File: config.mk
export PLATFORM = sky130hd
export DESIGN_NAME = axis_flit_credit_serializer_flat
export DESIGN_NICKNAME = d
export VERILOG_FILES = /design/src/rtl/axis_flit_credit_serializer_if.sv /design/src/rtl/axis_flit_credit_serializer.sv /design/src/flat_wrapper.sv
export SDC_FILE = /design/constraint.sdc
export NUM_CORES = 1
export LEC_CHECK = 0
export BUFFER_PORTS_ARGS = -buffer_cell sky130_fd_sc_hd__buf_2
export CAP_MARGIN = 30
export CORE_ASPECT_RATIO = 1.25
export CORE_UTILIZATION = 40
export DETAILED_ROUTE_END_ITERATION = 10
export SLEW_MARGIN = 20
export SYNTH_ARGS = -nofsm -noshare
export SYNTH_HDL_FRONTEND = slang
export SYNTH_SLANG_ARGS = --single-unit
File: constraint.sdc
create_clock -name clk_noc -period 5 [get_ports clk_noc]
set_input_delay 0.25 -clock clk_noc [delete_from_list [all_inputs] [get_ports clk_noc]]
set_output_delay 0.25 -clock clk_noc [all_outputs]
set_load 0.02 [all_outputs]
File: src/rtl/axis_flit_credit_serializer_if.sv
// ---------------------------------------------------------------------------
// axis_flit_credit_serializer_if
//   AXI-Stream beat channel feeding the flit serializer.
//   Signals:
//     tvalid - beat valid (master -> slave)
//     tready - beat accepted when high together with tvalid (slave -> master)
//     tdata  - beat payload, TDATA_WIDTH bits
//     tlast  - last beat of a packet
//     tid    - stream id, TID_WIDTH bits
//     tdest  - destination, TDEST_WIDTH bits
//   Modports: master (upstream source), slave (serializer input).
// ---------------------------------------------------------------------------
interface axis_flit_credit_serializer_if #(
    parameter int TDATA_WIDTH = 128,
    parameter int TID_WIDTH   = 2,
    parameter int TDEST_WIDTH = 2
);
    logic                   tvalid;
    logic                   tready;
    logic [TDATA_WIDTH-1:0] tdata;
    logic                   tlast;
    logic [TID_WIDTH-1:0]   tid;
    logic [TDEST_WIDTH-1:0] tdest;

    modport master (
        output tvalid,
        output tdata,
        output tlast,
        output tid,
        output tdest,
        input  tready
    );

    modport slave (
        input  tvalid,
        input  tdata,
        input  tlast,
        input  tid,
        input  tdest,
        output tready
    );
endinterface

File: src/rtl/axis_flit_credit_serializer.sv
// ---------------------------------------------------------------------------
// axis_flit_credit_serializer
//   Router local-port injection block. Each accepted AXIS beat is cut into
//   SERIALIZATION_FACTOR flits which leave least-significant slice first,
//   one per cycle, each tagged with {tid, tdest}. A flit is sent only while
//   a downstream credit is held; credits come back one per credit_in pulse.
//
//   Ports:
//     clk_noc         - clock
//     rst_noc         - synchronous active-high reset
//     axis_in         - AXIS beat input (slave modport)
//     data_out        - flit payload (registered)
//     dest_out        - {tid, tdest} of the beat the flit belongs to
//     is_tail_out     - flit is the last flit of a packet
//     send_out        - flit valid, one cycle per flit
//     credit_in       - one downstream buffer slot freed
//     credit_count    - credits currently held
//     credit_overflow - sticky: credit returned while already at full depth
// ---------------------------------------------------------------------------
module axis_flit_credit_serializer #(
    parameter int TDATA_WIDTH          = 128,
    parameter int SERIALIZATION_FACTOR = 4,
    parameter int TID_WIDTH            = 2,
    parameter int TDEST_WIDTH          = 2,
    parameter int DEST_WIDTH           = TID_WIDTH + TDEST_WIDTH,
    parameter int FLIT_WIDTH           = TDATA_WIDTH / SERIALIZATION_FACTOR,
    parameter int CREDIT_DEPTH         = 4,
    parameter int CNT_WIDTH            = $clog2(CREDIT_DEPTH + 1)
) (
    input  logic                          clk_noc,
    input  logic                          rst_noc,
    axis_flit_credit_serializer_if.slave  axis_in,
    output logic [FLIT_WIDTH-1:0]         data_out,
    output logic [DEST_WIDTH-1:0]         dest_out,
    output logic                          is_tail_out,
    output logic                          send_out,
    input  logic                          credit_in,
    output logic [CNT_WIDTH-1:0]          credit_count,
    output logic                          credit_overflow
);
    localparam int IDX_W = (SERIALIZATION_FACTOR > 1) ? $clog2(SERIALIZATION_FACTOR) : 1;
    localparam logic [IDX_W-1:0]     LAST_IDX     = IDX_W'(SERIALIZATION_FACTOR - 1);
    localparam logic [CNT_WIDTH-1:0] FULL_CREDITS = CNT_WIDTH'(CREDIT_DEPTH);

    // Holding register for one accepted beat
    logic                   holding_reg;
    logic [TDATA_WIDTH-1:0] hold_data_reg;
    logic                   hold_last_reg;
    logic [DEST_WIDTH-1:0]  hold_dest_reg;
    logic [IDX_W-1:0]       idx_reg;

    logic [CNT_WIDTH-1:0]   credit_reg;
    logic                   overflow_reg;

    logic [FLIT_WIDTH-1:0]  data_reg;
    logic [DEST_WIDTH-1:0]  dest_reg;
    logic                   tail_reg;
    logic                   send_reg;

    logic                   fire;
    logic                   last_slice;
    logic                   accept;
    logic                   tready_int;

    // Slice view of the held beat, slice 0 = least-significant bits
    logic [FLIT_WIDTH-1:0]  slice_arr [SERIALIZATION_FACTOR];

    genvar gi;
    generate
        for (gi = 0; gi < SERIALIZATION_FACTOR; gi++) begin : g_slice
            assign slice_arr[gi] = hold_data_reg[gi*FLIT_WIDTH +: FLIT_WIDTH];
        end
    endgenerate

    assign fire       = holding_reg && (credit_reg != '0);
    assign last_slice = (idx_reg == LAST_IDX);
    // Ready while empty, or in the cycle the final slice leaves, so a new
    // beat can be loaded with no bubble between beats.
    assign tready_int = !holding_reg || (fire && last_slice);
    assign accept     = axis_in.tvalid && tready_int;

    assign axis_in.tready  = tready_int;
    assign data_out        = data_reg;
    assign dest_out        = dest_reg;
    assign is_tail_out     = tail_reg;
    assign send_out        = send_reg;
    assign credit_count    = credit_reg;
    assign credit_overflow = overflow_reg;

    always_ff @(posedge clk_noc) begin
        if (rst_noc) begin
            holding_reg   <= 1'b0;
            hold_data_reg <= '0;
            hold_last_reg <= 1'b0;
            hold_dest_reg <= '0;
            idx_reg       <= '0;
            credit_reg    <= FULL_CREDITS;
            overflow_reg  <= 1'b0;
            data_reg      <= '0;
            dest_reg      <= '0;
            tail_reg      <= 1'b0;
            send_reg      <= 1'b0;
        end else begin
            // Flit output stage
            if (fire) begin
                send_reg <= 1'b1;
                data_reg <= slice_arr[idx_reg];
                dest_reg <= hold_dest_reg;
                tail_reg <= hold_last_reg && last_slice;
                idx_reg  <= last_slice ? '0 : idx_reg + 1'b1;
            end else begin
                send_reg <= 1'b0;
                tail_reg <= 1'b0;
            end

            // Beat capture; idx is already 0 whenever a beat can be accepted
            if (accept) begin
                holding_reg   <= 1'b1;
                hold_data_reg <= axis_in.tdata;
                hold_last_reg <= axis_in.tlast;
                hold_dest_reg <= {axis_in.tid, axis_in.tdest};
            end else if (fire && last_slice) begin
                holding_reg <= 1'b0;
            end

            // Credit accounting; fire together with credit_in nets to zero
            unique case ({fire, credit_in})
                2'b10: credit_reg <= credit_reg - 1'b1;
                2'b01: begin
                    if (credit_reg == FULL_CREDITS) begin
                        overflow_reg <= 1'b1;
                    end else begin
                        credit_reg <= credit_reg + 1'b1;
                    end
                end
                default: ;
            endcase
        end
    end
endmodule
File: src/flat_wrapper.sv
// flat-port wrapper written by rule: the top's interface ports become plain ports
module axis_flit_credit_serializer_flat 
#(
    parameter int TDATA_WIDTH          = 128,
    parameter int SERIALIZATION_FACTOR = 4,
    parameter int TID_WIDTH            = 2,
    parameter int TDEST_WIDTH          = 2,
    parameter int DEST_WIDTH           = TID_WIDTH + TDEST_WIDTH,
    parameter int FLIT_WIDTH           = TDATA_WIDTH / SERIALIZATION_FACTOR,
    parameter int CREDIT_DEPTH         = 4,
    parameter int CNT_WIDTH            = $clog2(CREDIT_DEPTH + 1)
)
  (clk_noc, rst_noc, data_out, dest_out, is_tail_out, send_out, credit_in, credit_count, credit_overflow, axis_in_tvalid, axis_in_tdata, axis_in_tlast, axis_in_tid, axis_in_tdest, axis_in_tready);
  axis_flit_credit_serializer_if #(.TDATA_WIDTH(TDATA_WIDTH), .TID_WIDTH(TID_WIDTH), .TDEST_WIDTH(TDEST_WIDTH)) axis_in_i ();
  input  logic clk_noc;
  input  logic rst_noc;
  output logic [FLIT_WIDTH-1:0] data_out;
  output logic [DEST_WIDTH-1:0] dest_out;
  output logic is_tail_out;
  output logic send_out;
  input  logic credit_in;
  output logic [CNT_WIDTH-1:0] credit_count;
  output logic credit_overflow;
  input wire logic [$bits(axis_in_i.tvalid)-1:0] axis_in_tvalid;
  input wire logic [$bits(axis_in_i.tdata)-1:0] axis_in_tdata;
  input wire logic [$bits(axis_in_i.tlast)-1:0] axis_in_tlast;
  input wire logic [$bits(axis_in_i.tid)-1:0] axis_in_tid;
  input wire logic [$bits(axis_in_i.tdest)-1:0] axis_in_tdest;
  output wire logic [$bits(axis_in_i.tready)-1:0] axis_in_tready;
  assign axis_in_i.tvalid = axis_in_tvalid;
  assign axis_in_i.tdata = axis_in_tdata;
  assign axis_in_i.tlast = axis_in_tlast;
  assign axis_in_i.tid = axis_in_tid;
  assign axis_in_i.tdest = axis_in_tdest;
  assign axis_in_tready = axis_in_i.tready;
  axis_flit_credit_serializer #(.TDATA_WIDTH(TDATA_WIDTH), .SERIALIZATION_FACTOR(SERIALIZATION_FACTOR), .TID_WIDTH(TID_WIDTH), .TDEST_WIDTH(TDEST_WIDTH), .DEST_WIDTH(DEST_WIDTH), .FLIT_WIDTH(FLIT_WIDTH), .CREDIT_DEPTH(CREDIT_DEPTH), .CNT_WIDTH(CNT_WIDTH)) u_core (.clk_noc(clk_noc), .rst_noc(rst_noc), .axis_in(axis_in_i), .data_out(data_out), .dest_out(dest_out), .is_tail_out(is_tail_out), .send_out(send_out), .credit_in(credit_in), .credit_count(credit_count), .credit_overflow(credit_overflow));
endmodule
### Yosys cells after proc, flatten, opt, wreduce, memory -nomap -nowiden

Cells that the tools add are included.

| word-level totals | value |
|---|---|
| register bits after elaboration | 178 |
| logic and storage cells | 43 |
| input port bits | 137 |
| output and inout port bits | 43 |

| cells by class | value |
|---|---|
| $lt $le $gt $ge | 1 |
| reduce and logical (&&, ||, !) cells | 12 |
| bitwise gates (word level) | 2 |
| add/sub/neg operators | 3 |
| multiplexer cells | 9 |
| equal/unequal tests | 5 |

Operator list:

| operator | number |
|---|---|
| $bmux 32 s2 | 1 |
| $mux 32 | 2 |
| $pmux 3 s2 | 1 |
| $eq 2x2->1 const B | 2 |
| $logic_and 1x1->1 | 4 |
| $reduce_and 2->1 | 2 |
| $reduce_bool 2->1 | 2 |
| $add 3x1->3 const B | 1 |
| $eq 3x3->1 const B | 1 |
| $ge 3x3->1 const B | 1 |
| $mux 1 | 3 |
| $mux 3 | 1 |
| $not 2->3 | 1 |
| $reduce_bool 3->1 | 1 |
| $sub 3x1->3 const B | 1 |
| $add 2x1->2 const B | 1 |
| $eq 2x1->1 const B | 1 |
| $mux 2 | 1 |
| $ne 2x2->1 const B | 1 |
| $reduce_or 2->1 | 1 |
| $logic_not 1->1 | 1 |
| $logic_or 1x1->1 | 1 |
| $not 1->1 | 1 |

### Logic depth before layout (Yosys ltp)

Gate-level depths: netlist of the first run.

| depth | value |
|---|---|
| depth after elaboration | 6 |
| gate-level depth with buffers | 8 |
| gate-level depth less buffers | 7 |

### Worst setup path before layout of the first run

Ideal clock, no wire load.

| timing | value |
|---|---|
| kind | reg2reg |
| start point | register u_core.credit_reg[0], in the netlist u_core.credit_count[0] |
| end point | register u_core.credit_reg[2], in the netlist u_core.credit_count[2] |
| stages on the path, launching flop included | 7 |
| setup slack | 2.866 ns |
| required time | 4.921 ns |
| arrival | 2.055 ns |
| cell sequence | dfxtp_1 -> buf_4 -> o31ai_4 -> nand2_1 -> fa_1 -> o32a_1 -> o211ai_1 |

| between the ends | value |
|---|---|
| longest elaborated chain between the ends | 5 |
| elaborated cells on any way between the ends | 12 |
| those cells by class | 2 x add/sub; 4 x eq/ne; 2 x mux; 4 x reduce/logical |

Ends and longest elaborated chain:

| item | RTL line | text |
|---|---|---|
| start: declaration | axis_flit_credit_serializer.sv:52 | `logic [CNT_WIDTH-1:0] credit_reg;` |
| start signal: assignment | axis_flit_credit_serializer.sv:128 | `2'b10: credit_reg <= credit_reg - 1'b1;` |
| start signal: assignment | axis_flit_credit_serializer.sv:133 | `credit_reg <= credit_reg + 1'b1;` |
| branches (longest 5 deep; another with $add 3x1->3) | -- |  |

Parallel ways; which one is timed is not known. The select of a mux whose other input is x is not followed.
A chain may end at the register's enable or synchronous reset.

### Worst setup path in the final report of the first run

| timing | value |
|---|---|
| start point | register u_core.credit_reg[0], in the netlist u_core.credit_count[0] |
| end point | register u_core.hold_data_reg[18] |

| between the ends | value |
|---|---|
| longest elaborated chain between the ends | 5 |

Ends and longest elaborated chain:

| item | RTL line | text |
|---|---|---|
| $reduce_bool 3->1 | axis_flit_credit_serializer.sv:75 | `assign fire = holding_reg && (credit_reg != '0);` |
| $logic_and 1x1->1 | axis_flit_credit_serializer.sv:75 |  |
| $logic_and 1x1->1 | axis_flit_credit_serializer.sv:79 | `assign tready_int = !holding_reg \|\| (fire && last_slice);` |
| $logic_or 1x1->1 | axis_flit_credit_serializer.sv:79 |  |
| $logic_and 1x1->1 | axis_flit_credit_serializer.sv:80 | `assign accept = axis_in.tvalid && tready_int;` |
| end signal: assignment | axis_flit_credit_serializer.sv:119 | `hold_data_reg <= axis_in.tdata;` |
| end: declaration | axis_flit_credit_serializer.sv:47 | `logic [TDATA_WIDTH-1:0] hold_data_reg;` |

Every way passes these cells.

==> results_dict.tcl, run 1 <==
set metrics [dict create \
    slowest_delay_ns 0.53 \
    netlist_instances 760 \
    ys_seq_area_frac 0.510 \
    drtIter0Drc 349 \
    ff2ff_path_depth 6 \
    netlist-cell-type-count 37 \
    cts_buffers 17 \
    max_slew_margin 0.424 \
    path_class "register to register" \
    regArea_sq_um 3570 \
    diodes 0 \
    slowest_stage "buf_4" \
    root_buffer "clkbuf_16" \
    grt_pass1_wl_um 27000 \
    boundaryPins 180 \
    synthTopCellsByCount "nand2_1 (269), dfxtp_1 (178), a21oi_1 (137)" \
    rsz0062_at_grt "no" \
    dieArea_sq_um 18000 \
    hold_depth 3 \
    drive_gt1_frac 0.282 \
    synthToLayoutAreaGrowth_pct 23.3 \
    coreArea_sq_um 17000 \
    syn_avg_cell_area_sq_um 9.19 \
    yosysTopAreaCell "dfxtp_1" \
    hold_buffers 0 \
    largest_register_ffs 128 \
    maxCapViolCount 0 \
    hold_end "u_core.hold_data_reg[92]" \
    hold_start "axis_in_tdata[92]" \
    hpwlAfterDp_um 10800 \
    final_util 0.508 \
    place_inst 1102 \
    clkLatencyLatePin_ns 0.42 \
    postSynthNetCount 899 \
    grt_max_degree 83 \
    r2r_end "u_core.hold_data_reg[18]" \
    finalSetupViolations 0 \
    grt_pass1_vias 5300 \
    yosysWarnings 0 \
    grtUsageTotal 0.194 \
    drv_slew 0 \
    p_leak_nw 3.58 \
    cts_resized 0 \
    antenna_left 0 \
    critPathMaxFanout 58 \
    multi_input_area_sq_um 3060 \
    ys.flop_type "dfxtp_1" \
    cp_num_buf_inv 2 \
    vias 5616 \
    fin_skew_ns 0.00871 \
    r2r_start "u_core.credit_count[0]" \
    nFillCells 1652 \
    cts_tree "built" \
    netlist_area_sq_um 6990 \
    critPathCaptureType "register" \
    final_area_sq_um 8620 \
    max_freq_mhz 407 \
    crit_path_cell_trace "o31ai_4, a21bo_4, buf_12, buf_4, nand2_1, a21oi_1" \
    place_congestion 0.734 \
    cp_top_family "compound AO/OA/AOI/OAI gates" \
    synthArstFlopShare 0 \
    start_kind "register" \
    ys_ff_latch 178 \
    grt_overflow 0 \
    tightest_slew_ns 0.864 \
    cts_max_path_buffers 2 \
    dr.pass1.iters 4 \
    fp.dieW_um 120 \
    yosysMostFrequentCell "nand2_1" \
    dpl_cell_area_sq_um 7920 \
    yosysTopAreaCellShare 0.510 \
    synth_area_leaders "dfxtp_1 (51%), nand2_1 (14%), mux4_2 (10%)" \
    htreeDepth 4 \
    clkSinkCount 178 \
    antenna_found_initial 0 \
    num-nets-final 1042 \
    powerDensity_nw_per_um2 398 \
    clk_pin_slew_ns 0.06 \
    avgViaCountPerCell 4.94 \
    row_count 53 \
    outcome "finished, final reports clean" \
    fin_cells 1136 \
    hold_violations 0 \
    fin_hold_ws_ns 0.0599 \
    cp.arrival_ns 2.80 \
    post-route-period-util 0.491 \
    avgRoutedWirePerCell_um 14.9 \
    drc 0 \
    chipHeight_um 150 \
    cts_setup_buffers 0 \
    routed_wl_um 16900 \
    io_buffers 179 \
    r2r_slack_ns 2.54 \
    synth_edf_count 0 \
    fin_crit_ns 2.46 \
    start_util 0.412 \
    ir_worst_vdd_mv 0.224 \
    worstPathRequired_ns 5.34 \
    hold_path_class "input port to register" \
    fin_setup_tns_ns 0 \
]
-- cells by family (layout without fill, tap and decap cells) --
kind of cell               count (synthesis)  in the layout  synth area share
muxes                                     37             37             0.110
and+or+nand+nor                          291            291             0.159
DFF                                      178            178             0.510
buffers and inverters                     67            223            0.0555
adders and majority gates                  2              2           0.00466
AOI/OAI and AO/OA                        185            185             0.161
-- where the power goes --
part | internal [W] | total [W] | switching (W)
logic | 0.000190 | 0.000426 | 0.000236
registers | 0.00150 | 0.00156 | 0.0000557
clock network | 0.000907 | 0.00144 | 0.000538
-- worst reg2reg max path, cell delays in order, from the launching register on --
cell     delay, ns
dfxtp_1       0.46
o31ai_4       0.40
a21bo_4       0.36
buf_12        0.29
buf_4         0.53
nand2_1       0.16
a21oi_1       0.17
-- routing by layer --
metal  global-route usage  up-vias  part of all wire  routed length [um]
li1                     -     2866                 -                   -
met1                0.244     2610              0.44                7510
met2                0.326      124              0.50                8450
met3               0.0438       16             0.039                 666
met4               0.0654        0             0.016                 262
met5                    0        -                 0                   0
-- through the flow --
step / setup WS, ns / total power (W)
2_1_floorplan: 2.87 / 0.00188
3_3_place_gp: 2.35 / 0.00200
3_5_place_dp: 2.33 / 0.00201
4_1_cts: 2.27 / 0.00346
5_1_grt: 2.34 / 0.00358
6_report: 2.54 / 0.00343
-- area by class of cell --
| class | instances | area share |
|---|---|---|
| sequential | 178 | 0.414 |
| multi-input combinational | 515 | 0.355 |
| clock inverter | 7 | 0.0167 |
| timing repair buffer | 189 | 0.123 |
| tap | 220 | 0.0319 |
| clock buffer | 25 | 0.0586 |
| inverter | 2 | 0.000871 |
-- layout by cell type, fill, tap and decap left out, types with 2 or more instances in the layout --
cell          n
nand2b_1      2
inv_1         2
nor2_1       14
clkinvlp_4    2
a22o_1       32
buf_16        3
mux4_2       32
nand2_1     269
buf_2       178
o31ai_4       2
a21oi_1     137
dfxtp_1     176
clkbuf_16    17
o21ai_0       2
bufinv_16     4
mux2i_1       5
clkbuf_8      5
a31oi_1       2
buf_4         6
clkbuf_1      3
dfxtp_2       2
buf_12        2
-- worst max-delay path by stage --
stage | endpoint | cells past startpoint | slack (ns) | from
floorplan | u_core.credit_count[2] | 6 | 2.87 | u_core.credit_count[0]
global placement | u_core.hold_data_reg[78] | 5 | 2.35 | u_core.credit_count[0]
detailed placement | u_core.hold_data_reg[114] | 5 | 2.33 | u_core.credit_count[0]
CTS | u_core.hold_data_reg[18] | 5 | 2.27 | u_core.credit_count[0]
global route | u_core.hold_data_reg[81] | 6 | 2.34 | u_core.credit_count[0]
finish | u_core.hold_data_reg[18] | 6 | 2.54 | u_core.credit_count[0]
(Power assumes the default switching activity.)
==> run 2, diff against run 1 <==
--- a/config.mk
+++ b/config.mk
@@ -5,6 +5,7 @@
 export SDC_FILE = /design/constraint.sdc
 export NUM_CORES = 1
 export LEC_CHECK = 0
+export ABC_AREA = 1
 export BUFFER_PORTS_ARGS = -buffer_cell sky130_fd_sc_hd__buf_2
 export CAP_MARGIN = 30
 export CORE_ASPECT_RATIO = 1.25
==> constraint.sdc (replaced) <==
create_clock -name clk_noc -period 2.2 [get_ports clk_noc]
set_input_delay 0.11 -clock clk_noc [delete_from_list [all_inputs] [get_ports clk_noc]]
set_output_delay 0.11 -clock clk_noc [all_outputs]
set_load 0.02 [all_outputs]
==> results_dict.tcl, run 2 <==
set metrics [dict create \
    outcome "finished, final reports clean" \
    drtIter0Drc 611 \
    place_congestion 0.827 \
    synth_edf_count 0 \
    avgRoutedWirePerCell_um 14.7 \
    boundaryPins 180 \
    synthArstFlopShare 0 \
    clock_power_share 0.366 \
    ir_worst_vdd_mv 0.559 \
    yosysTopAreaCell "dfxtp_1" \
    hpwlAfterDp_um 14200 \
    fin_setup_tns_ns 0 \
    cts_buffers 17 \
    nFillCells 2083 \
    routed_wl_um 23900 \
    path_class "register to output pin" \
    fin_skew_ns 0.00930 \
    grt_pass1_vias 7281 \
    vias 8102 \
    max_slew_margin 0.501 \
    drc 0 \
    seq_power_share 0.428 \
    start_kind "register" \
    max_freq_mhz 488 \
    row_count 58 \
    root_buffer "clkbuf_16" \
    worstPathRequired_ns 2.09 \
    netlist_instances 1165 \
    critPathCaptureType "output pin" \
    powerDensity_nw_per_um2 801 \
    r2r_start "u_core.credit_count[0]" \
    cp-startpoint "u_core.credit_count[0]" \
    htreeDepth 4 \
    clk_pin_slew_ns 0.07 \
    ys_seq_area_frac 0.434 \
    largest_register_ffs 128 \
    drive_gt1_frac 0.175 \
    clkSinkCount 178 \
    grt_overflow 0 \
    hold_start "axis_in_tdata[2]" \
    hold_path_class "input port to register" \
    p_int_w 0.00608 \
    tightest_slew_ns 0.748 \
    antenna_left 0 \
    combPwrFrac 0.206 \
    critPathMaxFanout 32 \
    r2r_end "u_core.hold_data_reg[101]" \
    cts_tree "built" \
    hold_depth 4 \
    swShare 0.291 \
    chipHeight_um 162 \
    avgViaCountPerCell 4.96 \
    drv_slew 0 \
    maxCapViolCount 0 \
    synth_area_leaders "dfxtp_1 (43%), nor2_1 (14%), nand3b_1 (12%)" \
    start_util 0.408 \
    ys_ff_latch 178 \
    hold_end "u_core.hold_data_reg[2]" \
    grt_max_degree 76 \
    ys.flop_type "dfxtp_1" \
    postSynthNetCount 1304 \
    clkLatencyLatePin_ns 0.42 \
    hold_violations 0 \
    pre_cts_slack_ns 0.268 \
    dieArea_sq_um 21100 \
    grtUsageTotal 0.225 \
    antenna_found_initial 0 \
    multi_input_area_sq_um 4160 \
    netlist-cell-type-count 18 \
    p_leak_nw 4.80 \
    dr.pass1.iters 4 \
    synthToLayoutAreaGrowth_pct 30.4 \
    syn_avg_cell_area_sq_um 7.04 \
    dpl_cell_area_sq_um 9320 \
    yosysWarnings 0 \
    cts_setup_buffers 0 \
    cp.arrival_ns 1.94 \
    rsz0062_at_grt "no" \
    final_common_cell "nor2_1" \
    final_area_sq_um 10700 \
    io_buffers 179 \
    yosysTopAreaCellShare 0.434 \
    ff2ff_path_depth 9 \
    setup_ws_ns 0.153 \
    power.switching_w 0.00249 \
    r2r_slack_ns 0.26 \
    netlist_area_sq_um 8200 \
    cts_max_path_buffers 2 \
    coreArea_sq_um 20100 \
    fin_crit_ns 2.05 \
    cts_resized 0 \
    layout_common_cells "nor2_1 (311), buf_2 (178), dfxtp_1 (176)" \
    regArea_sq_um 3570 \
    yosysMostFrequentCell "nor2_1" \
    finalSetupViolations 0 \
    post-route-period-util 0.931 \
    fp.dieW_um 130 \
    num-nets-final 1490 \
    diodes 0 \
    grt_pass1_wl_um 37400 \
    synthTopCellsByCount "nor2_1 (311), dfxtp_1 (178), a21oi_1 (169)" \
]
## run 2: cell count changes in the layout (fill, tap and decap cells not counted), moves of 3 or more
cell,change
nand3_1,+3
buf_4,+3
mux4_2,-32
buf_12,+9
a22o_1,-32
nand3b_1,+133
buf_16,-3
a21oi_1,+31
dlygate4sd3_1,+73
nand2_1,-126
mux2i_1,-5
o21ai_0,+102
inv_1,+6
nor2_1,+297
## run 2: cells by family after synthesis
kind of cell    synth area share
fa+ha+maj                0.00397
simple gates               0.333
compound gates             0.169
buf+inv                   0.0595
flops                      0.434
## run 2: worst max path at each step
stage	slack, ns	cells after the start	endpoint
final	0.15	6	axis_in_tready
after global routing	0.006	6	axis_in_tready
after CTS	0.09	6	axis_in_tready
after detailed placement	0.27	9	u_core.credit_count[0]
after global placement	0.32	9	u_core.credit_count[1]
after floorplan	0.46	11	u_core.credit_count[2]
## run 2: cell type report
type,count,area share
Clock inverter,11,0.0143
Sequential cell,178,0.333
Tap cell,270,0.0316
Clock buffer,20,0.0427
Inverter,11,0.00409
Multi-Input combinational cell,869,0.389
Timing Repair Buffer,274,0.185
## run 2: what timing repair did
| action | CTS | global route |
|---|---|---|
| hold buffers | 73 | 0 |
| setup endpoints to repair | 1 | 1 |
| hold endpoints to repair | 74 | 0 |
| cloned | 1 | 1 |
## run 2: routing by layer
metal	track usage	vias up	share of wire
met1	0.323	3691	0.49
met3	0.0428	21	0.048
met4	0.0645	0	0.016
met2	0.341	199	0.45
met5	0	-	0
li1	-	4191	-
## run 2: metrics by stage
stage	total power (W)	instances	utilization	hold slack [ns]
after floorplan	0.00482	1165	-	0.179
after CTS	0.00862	1632	0.531	0.000106
after detailed placement	0.00538	1528	0.464	0.360
after global routing	0.00902	1633	0.532	0.00305
final	0.00857	1633	0.532	0.0108
after global placement	0.00536	1528	0.464	0.357
## run 2: power groups by stage
stage | Combinational (W) | Sequential, W | Clock [W]
6_report | 0.00176 | 0.00367 | 0.00314
3_3_place_gp | 0.00163 | 0.00374 | 0
3_5_place_dp | 0.00164 | 0.00374 | 0
5_1_grt | 0.00197 | 0.00371 | 0.00334
2_1_floorplan | 0.00100 | 0.00382 | 0
4_1_cts | 0.00175 | 0.00367 | 0.00319
## run 2: critical path, stage by stage (launching register included)
cell and delay (ns):
dfxtp_1 0.43, nor2_1 0.14, nand2_1 0.09, nand2_2 0.09, o21ai_4 0.28, buf_12 0.26, buf_2 0.21
==> run 3, diff against run 2 <==
--- a/config.mk
+++ b/config.mk
@@ -5,12 +5,11 @@
 export SDC_FILE = /design/constraint.sdc
 export NUM_CORES = 1
 export LEC_CHECK = 0
-export ABC_AREA = 1
 export BUFFER_PORTS_ARGS = -buffer_cell sky130_fd_sc_hd__buf_2
 export CAP_MARGIN = 30
-export CORE_ASPECT_RATIO = 1.25
 export CORE_UTILIZATION = 40
 export DETAILED_ROUTE_END_ITERATION = 10
+export PLACE_DENSITY = 0.66
 export SLEW_MARGIN = 20
 export SYNTH_ARGS = -nofsm -noshare
 export SYNTH_HDL_FRONTEND = slang
==> results_dict.tcl, run 3 (synthesized netlist as in run 1, its figures left out) <==
set metrics [dict create \
    outcome "finished, final reports clean" \
    ff2ff_path_depth 5 \
    antenna_found_initial 0 \
    synthToLayoutAreaGrowth_pct 42.2 \
    num-nets-final 1184 \
    clkSinkCount 178 \
    p_leak_nw 4.13 \
    hold_depth 2 \
    powerDensity_nw_per_um2 766 \
    power_w 0.00761 \
    ir_worst_vdd_mv 0.544 \
    slowest_stage "a21bo_4" \
    pre_cts_slack_ns 0.402 \
    avgViaCountPerCell 5.02 \
    layout_common_cells "nand2_1 (269), buf_2 (178), dfxtp_1 (176)" \
    fin_crit_ns 1.83 \
    path_class "register to register" \
    cp.arrival_ns 2.19 \
    hold_path_class "input port to register" \
    maxCapViolCount 0 \
    avgRoutedWirePerCell_um 15.4 \
    grt_pass1_wl_um 31300 \
    clkLatencyLatePin_ns 0.43 \
    row_count 47 \
    place_congestion 0.781 \
    cts_max_path_buffers 2 \
    fin_hold_ws_ns 0.110 \
    root_buffer "clkbuf_16" \
    post-route-period-util 0.833 \
    slowest_delay_ns 0.41 \
    grt_pass1_vias 6295 \
    grt_overflow 0 \
    fp.dieW_um 134 \
    clk_pin_slew_ns 0.06 \
    vias 6412 \
    drtIter0Drc 371 \
    drv_slew 0 \
    cts_setup_buffers 0 \
    max_freq_mhz 546 \
    worstPathRequired_ns 2.55 \
    finalSetupViolations 0 \
    rsz0062_at_grt "no" \
    hpwlAfterDp_um 10900 \
    grt_max_degree 109 \
    dpl_cell_area_sq_um 8020 \
    antenna_left 0 \
    start_kind "register" \
    crit_path_cell_trace "o31ai_4, a21bo_4, buf_12, nand2_1, a21oi_1" \
    cts_buffers 17 \
    final_common_cell "nand2_1" \
    fin_setup_tns_ns 0 \
    critPathMaxFanout 52 \
    tightest_slew_ns 0.528 \
    routed_wl_um 19600 \
    dr.pass1.iters 4 \
    drive_gt1_frac 0.250 \
    max_slew_margin 0.648 \
    boundaryPins 180 \
    setup_ws_ns 0.367 \
    htreeDepth 4 \
    cts_tree "built" \
    diodes 0 \
    largest_register_ffs 128 \
    start_util 0.415 \
    fin_skew_ns 0.00602 \
    final_area_sq_um 9940 \
    dieArea_sq_um 18000 \
    drc 0 \
    coreArea_sq_um 16800 \
    grtUsageTotal 0.225 \
    hold_violations 0 \
    critPathCaptureType "register" \
    io_buffers 179 \
    chipHeight_um 134 \
]
run 3: worst max-delay path: cells and delay by family, from the launching register on:
family,cells,cell delay (ns)
AOI/OAI and AO/OA,3,0.98
and+or+nand+nor,1,0.09
buffers and inverters,1,0.28
DFF,1,0.36
run 3: cell type report:
class                      instances  area, sq um
fill                            1444         6880
clock inverter                    11          108
tap                              220          275
multi-input combinational        515         3060
inverter                           2         7.51
timing repair buffer             331         2470
clock buffer                      21          450
sequential                       178         3570
run 3: report_power, final:
part	total [W]	internal, W	switching, W
registers	0.00352	0.00341	0.000107
logic	0.00121	0.000608	0.000605
clock network	0.00288	0.00160	0.00128
run 3: layer usage:
| layer | vias to the layer above | track usage | wire, um |
|---|---|---|---|
| li1 | 3153 | - | - |
| met1 | 3039 | 0.276 | 8500 |
| met2 | 199 | 0.391 | 9850 |
| met3 | 21 | 0.0427 | 1020 |
| met4 | 0 | 0.0818 | 269 |
| met5 | - | 0 | 0 |
run 3: path summary, 6_finish.rpt:
| check | start | endpoint | slack, ns |
|---|---|---|---|
| worst max-delay path | u_core.credit_count[2] | u_core.hold_data_reg[53] | 0.37 |
| worst min-delay path | credit_in | u_core.credit_count[0] | 0.11 |
| worst max register to register | u_core.credit_count[2] | u_core.hold_data_reg[53] | 0.37 |
| worst min register to register | u_core.hold_data_reg[80] | u_core.hold_data_reg[80] | 0.45 |
run 3: repair_timing:
action                    4_1_cts  5_1_grt
hold endpoints to repair      138        0
resized for setup               0        0
hold buffers                  136        0
run 3: metrics by stage:
| step | instances | utilization |
|---|---|---|
| 2_1_floorplan | 760 | - |
| 3_3_place_gp | 1110 | 0.477 |
| 3_5_place_dp | 1110 | 0.477 |
| 4_1_cts | 1278 | 0.591 |
| 5_1_grt | 1278 | 0.591 |
| 6_report | 1278 | 0.591 |
